==> config.mk <==
export PLATFORM = sky130hd
export DESIGN_NAME = spi_reg_master
export DESIGN_NICKNAME = d
export VERILOG_FILES = /design/src/rtl/spi_reg_master.sv
export SDC_FILE = /design/constraint.sdc
export NUM_CORES = 1
export LEC_CHECK = 0
export ABC_AREA = 1
export CAP_MARGIN = 20
export CORE_UTILIZATION = 25
export CTS_BUF_LIST = sky130_fd_sc_hd__clkbuf_16
export DETAILED_ROUTE_END_ITERATION = 8
export PLACE_DENSITY = 0.49
export SETUP_SLACK_MARGIN = 0.3
export SYNTH_ARGS = -nofsm -noshare
export SYNTH_HDL_FRONTEND = slang
export SYNTH_SLANG_ARGS = --single-unit
export TNS_END_PERCENT = 10
==> constraint.sdc <==
create_clock -name clk -period 1.85 [get_ports clk]
set_clock_uncertainty 0.1 [all_clocks]
set_input_delay 0.185 -clock clk [delete_from_list [all_inputs] [get_ports clk]]
set_output_delay 0.185 -clock clk [all_outputs]
set_load 0.02 [all_outputs]
==> src/rtl/spi_reg_master.sv <==
// spi_reg_master: host-side SPI master (mode 0, MSB first) for register access.
// Sends a command byte {write, zone, addr[5:0]}. A write frame follows it with
// the data byte. A read frame follows it with a dummy byte, then clocks in the
// response byte.
// Optional build macro SPI_REG_MASTER_WR_VERIFY_EN: every write is followed by
// an automatic read-back of the same register. The response is reported only
// after that read-back, and verify_err flags any difference.
//
// state      | meaning
// -----------+-------------------------------------------------------------
// S_IDLE     | waiting for a request, req_ready=1
// S_CS_SETUP | cs_n low, sclk low, command MSB on mosi, CLK_DIV cycles
// S_SHIFT    | per bit: sclk low CLK_DIV cycles, then high CLK_DIV cycles
// S_CS_HOLD  | cs_n low, sclk low, CLK_DIV cycles before cs_n release
// S_GAP      | cs_n high for CLK_DIV cycles (rsp_valid in its first cycle)

module spi_reg_master #(
    parameter int CLK_DIV = 4
) (
    input  logic       clk,
    input  logic       rst_n,
    input  logic       req_valid,
    output logic       req_ready,
    input  logic       req_write,
    input  logic       req_zone,
    input  logic [5:0] req_addr,
    input  logic [7:0] req_wdata,
    output logic       rsp_valid,
    output logic [7:0] rsp_rdata,
    output logic       busy,
    output logic       sclk,
    output logic       cs_n,
    output logic       mosi,
    input  logic       miso
`ifdef SPI_REG_MASTER_WR_VERIFY_EN
    ,
    output logic       verify_err
`endif
);

    localparam int DW = (CLK_DIV < 2) ? 1 : $clog2(CLK_DIV);
    localparam logic [DW-1:0] DIV_MAX = DW'(CLK_DIV - 1);

    typedef enum logic [2:0] {
        S_IDLE,
        S_CS_SETUP,
        S_SHIFT,
        S_CS_HOLD,
        S_GAP
    } state_t;

    state_t          state_q;
    state_t          state_d;
    logic [DW-1:0]   div_cnt;
    logic            phase_hi;
    logic [2:0]      bit_cnt;
    logic [1:0]      byte_cnt;
    logic [23:0]     tx_sr;
    logic [7:0]      rx_sr;
    logic            wr_q;
    logic            vfy_pending;
    logic            tc;
    logic            last_bit;
    logic            shift_end;
    logic [7:0]      cmd;

`ifdef SPI_REG_MASTER_WR_VERIFY_EN
    logic            zone_q;
    logic [5:0]      addr_q;
    logic [7:0]      wdata_q;
`else
    assign vfy_pending = 1'b0;
`endif

    assign cmd       = {req_write, req_zone, req_addr};
    assign tc        = (div_cnt == '0);
    assign last_bit  = (bit_cnt == 3'd7) && (byte_cnt == (wr_q ? 2'd1 : 2'd2));
    assign shift_end = (state_q == S_SHIFT) && tc && phase_hi && last_bit;

    assign req_ready = (state_q == S_IDLE);
    assign busy      = ~req_ready;
    assign cs_n      = ~((state_q == S_CS_SETUP) || (state_q == S_SHIFT) || (state_q == S_CS_HOLD));
    assign sclk      = (state_q == S_SHIFT) && phase_hi;
    assign mosi      = ~cs_n & tx_sr[23];

    // State register
    always_ff @(posedge clk or negedge rst_n) begin
        if (!rst_n) begin
            state_q <= S_IDLE;
        end else begin
            state_q <= state_d;
        end
    end

    // Next-state logic
    always_comb begin
        state_d = state_q;
        case (state_q)
            S_IDLE:     if (req_valid) state_d = S_CS_SETUP;
            S_CS_SETUP: if (tc) state_d = S_SHIFT;
            S_SHIFT:    if (shift_end) state_d = S_CS_HOLD;
            S_CS_HOLD:  if (tc) state_d = S_GAP;
            S_GAP:      if (tc) state_d = vfy_pending ? S_CS_SETUP : S_IDLE;
            default:    state_d = S_IDLE;
        endcase
    end

    // Phase timer: reloads on every state change and at each half-period end
    always_ff @(posedge clk or negedge rst_n) begin
        if (!rst_n) begin
            div_cnt <= '0;
        end else if (state_d == S_IDLE) begin
            div_cnt <= '0;
        end else if ((state_d != state_q) || tc) begin
            div_cnt <= DIV_MAX;
        end else begin
            div_cnt <= div_cnt - DW'(1);
        end
    end

    // Frame datapath: capture, shift, bit/byte counting, response
    always_ff @(posedge clk or negedge rst_n) begin
        if (!rst_n) begin
            phase_hi  <= 1'b0;
            bit_cnt   <= 3'd0;
            byte_cnt  <= 2'd0;
            tx_sr     <= 24'h0;
            rx_sr     <= 8'h00;
            wr_q      <= 1'b0;
            rsp_valid <= 1'b0;
            rsp_rdata <= 8'h00;
`ifdef SPI_REG_MASTER_WR_VERIFY_EN
            zone_q      <= 1'b0;
            addr_q      <= 6'h00;
            wdata_q     <= 8'h00;
            vfy_pending <= 1'b0;
            verify_err  <= 1'b0;
`endif
        end else begin
            rsp_valid <= 1'b0;
            case (state_q)
                S_IDLE: begin
                    if (req_valid) begin
                        wr_q     <= req_write;
                        tx_sr    <= req_write ? {cmd, req_wdata, 8'h00} : {cmd, 16'h0000};
                        phase_hi <= 1'b0;
                        bit_cnt  <= 3'd0;
                        byte_cnt <= 2'd0;
`ifdef SPI_REG_MASTER_WR_VERIFY_EN
                        zone_q      <= req_zone;
                        addr_q      <= req_addr;
                        wdata_q     <= req_wdata;
                        vfy_pending <= 1'b0;
`endif
                    end
                end
                S_SHIFT: begin
                    if (tc) begin
                        phase_hi <= ~phase_hi;
                        if (!phase_hi) begin
                            // low phase ending: sclk rises now, sample miso
                            rx_sr <= {rx_sr[6:0], miso};
                        end else begin
                            // high phase ending: sclk falls, present next bit
                            bit_cnt <= bit_cnt + 3'd1;
                            if (bit_cnt == 3'd7) begin
                                byte_cnt <= byte_cnt + 2'd1;
                            end
                            if (!last_bit) begin
                                tx_sr <= {tx_sr[22:0], 1'b0};
                            end
                        end
                    end
                end
                S_CS_HOLD: begin
                    byte_cnt <= 2'd0;
                    if (tc) begin
`ifdef SPI_REG_MASTER_WR_VERIFY_EN
                        if (wr_q) begin
                            // write frame done: read-back follows after the gap
                            vfy_pending <= 1'b1;
                        end else begin
                            rsp_valid <= 1'b1;
                            rsp_rdata <= rx_sr;
                            if (vfy_pending) begin
                                verify_err  <= (rx_sr != wdata_q);
                                vfy_pending <= 1'b0;
                            end
                        end
`else
                        rsp_valid <= 1'b1;
                        if (!wr_q) begin
                            rsp_rdata <= rx_sr;
                        end
`endif
                    end
                end
                S_GAP: begin
`ifdef SPI_REG_MASTER_WR_VERIFY_EN
                    if (tc && vfy_pending) begin
                        tx_sr    <= {1'b0, zone_q, addr_q, 16'h0000};
                        wr_q     <= 1'b0;
                        phase_hi <= 1'b0;
                        bit_cnt  <= 3'd0;
                        byte_cnt <= 2'd0;
                    end
`endif
                end
                default: begin
                end
            endcase
        end
    end

endmodule

==> impl_metrics.yaml <==
outcome:
  run_status: "completed"
grt:
  antenna_found_initial: 0
  grt_max_degree: 46
  grt_pass1_vias: 1781
  grtUsageTotal: 0.114
  overflow: 0
  grt_pass1_wl_mm: 8.17
clock_network:
  htreeDepth: 2
  clock_sinks: 45
  path_clk_slew_ns: 0.06
  clockBufferDepth: 2
  root_buffer: "clkbuf_16"
  clock_latency_ns: 0.28
  cts_tree: "yes"
  cts_buffers: 5
cells_and_area:
  fin_nets: 331
  multiInputGateArea_um2: 943
  drive_gt1_frac: 0.275
  final_common_cell: "nand2_1"
  regArea_mm2: 0.00113
  final_cell_mix: "nand2_1, dfrtp_1, inv_1"
  fill_cells: 864
  fin_area_mm2: 0.00309
  stdcell_count: 414
  final_core_util: 0.375
  synthToLayoutAreaGrowth_pct: 44.0
  diodes: 0
power_and_ir_drop:
  power.leakage_nw: 1.51
  power.total_mw: 2.06
  ir_drop_mv: 0.641
  power.density_mw_per_mm2: 665
place:
  dpl_cell_area_mm2: 0.00263
  dp_slack_ns: 0.118
  place_congestion: 0.774
  port_buffers: 33
  post-place-cells: 388
  dp_hpwl_mm: 3.14
die:
  num_rows: 33
  fp.dieH_um: 94.7
  start_util: 0.260
  dieArea_mm2: 0.00897
  coreArea_mm2: 0.00826
  die_w_um: 94.7
  ios: 34
synthesis:
  ys_seq_area_frac: 0.524
  yosysTopAreaCell: "dfrtp_1"
  yosys_warnings: 0
  syn_area_mm2: 0.00215
  synth_area_leaders: "dfrtp_1, nand2_1, inv_1"
  synthCells: 249
  syn_nets: 272
  yosysTopAreaCellShare: 0.524
  syn_avg_cell_area_um2: 8.63
  synth_seq_cells: 45
  yosysUniqueCellTypes: 25
sta:
  finalSetupTns_ns: 0
  rsz0062_at_grt: "yes"
  tightest_slew_ns: 0.585
  period_share: 0.905
  maxSlewViolCount: 0
  fin_crit_ns: 1.67
  holdWs_ns: 0.371
  relSlewSlack: 0.610
  layout_setup_ws_ns: 0.175
  finalHoldViolations: 0
  setup_violations: 0
  clock.fmax_ghz: 0.597
setup_path:
  required_ns: 1.92
  endpoint_kind: "flop"
  worstPathArrival_ns: 1.74
  startpoint_type: "flop"
  crit_path_max_fanout: 5
  critPathKind: "reg2reg"
drt:
  routed_wl_mm: 4.81
  vias_per_cell: 4.29
  routed-via-count: 1774
  post_drt_wl_per_cell_um: 11.6
  drc: 0
  postRouteAntennaNets: 0
  drtPass1Iterations: 5
  drtIter0Drc: 96
run:
  drv_cap: 0
worst_hold_path:
  hold_path_class: "reg2reg"
synthesized netlist by cell type:
| library cell | number |
|---|---|
| nand2_1 | 77 |
| o21ai_1 | 3 |
| a21oi_1 | 8 |
| ha_1 | 3 |
| nand2_2 | 9 |
| inv_2 | 4 |
| clkbuf_1 | 1 |
| nor2_4 | 1 |
| o21ai_0 | 22 |
| nor2_2 | 1 |
| o21ai_2 | 8 |
| nor2_1 | 10 |
| a21oi_4 | 1 |
| nor2_8 | 1 |
| dfrtp_1 | 45 |
| nand3_4 | 1 |
| nand3_1 | 7 |
| buf_2 | 3 |
| inv_4 | 1 |
| o22ai_1 | 1 |
| nor3_1 | 1 |
| inv_1 | 30 |
| buf_6 | 2 |
| nand4_1 | 2 |
| a22o_1 | 7 |
logic make-up (layout without fill, tap and decap cells):
logic type | count (synthesis) | in the layout | share of synthesized area
and+or+nand+nor | 110 | 110 | 0.228
adders and majority gates | 3 | 3 | 0.0175
DFF | 45 | 45 | 0.524
buffers and inverters | 41 | 101 | 0.0815
AOI/OAI and AO/OA | 50 | 50 | 0.149
metal layers:
| layer | routed length [µm] | share of wire | track usage |
|---|---|---|---|
| met5 | 0 | 0 | 0 |
| met1 | 2300 | 0.48 | 0.149 |
| met4 | 34 | 0.0071 | 0.0202 |
| met2 | 2270 | 0.47 | 0.192 |
| met3 | 202 | 0.042 | 0.0290 |
registers in the layout (all words and copies together) (netlist names):
signal     cells
bit_cnt        3
rsp_rdata      8
phase_hi       1
tx_sr         16
div_cnt        2
byte_cnt       2
wr_q           1
rsp_valid      1
rx_sr          8
state_q        3
critical path: stages (launching register included):
cell and delay, ns:
dfrtp_1 0.40, inv_4 0.07, buf_6 0.13, nand4_1 0.13, inv_2 0.06, a21oi_4 0.22, nor2_8 0.08, buf_12 0.14
buf_16 0.13, nand2_2 0.05, o21ai_2 0.05
path summary, 6_finish.rpt:
path | start | depth (start not counted) | end | slack, ns
max | state_q[0] | 10 | tx_sr[16] | 0.18
min | tx_sr[12] | 2 | tx_sr[12] | 0.37
max reg2reg | state_q[0] | 10 | tx_sr[16] | 0.18
min reg2reg | tx_sr[12] | 2 | tx_sr[12] | 0.37
max in group asynchronous | rst_n | 3 | state_q[1] | 0.80
min in group asynchronous | rst_n | 3 | rx_sr[5] | 0.41
final cells by class:
cell class,instances,share of cell area
inverter,35,0.0441
clock buffer,5,0.0404
sequential,45,0.364
clock inverter,3,0.0133
timing repair buffer,58,0.190
tap,105,0.0425
multi-input combinational,163,0.305
report_power, final:
| part | leakage (nW) | switching [mW] | internal [mW] |
|---|---|---|---|
| clock network | 0.0775 | 0.357 | 0.632 |
| registers | 0.579 | 0.00316 | 0.991 |
| logic | 0.856 | 0.0334 | 0.0404 |
what timing repair did:
action | in CTS | in global routing
hold buffers | 1 | 0
gates resized for setup | 39 | 15
hold endpoints to repair | 45 | 0
buffers inserted | 11 | 4
cloned | 2 | 0
setup endpoints to repair | 41 | 48
pin swaps | 10 | 10
Power figures use the tool's default switching activity.
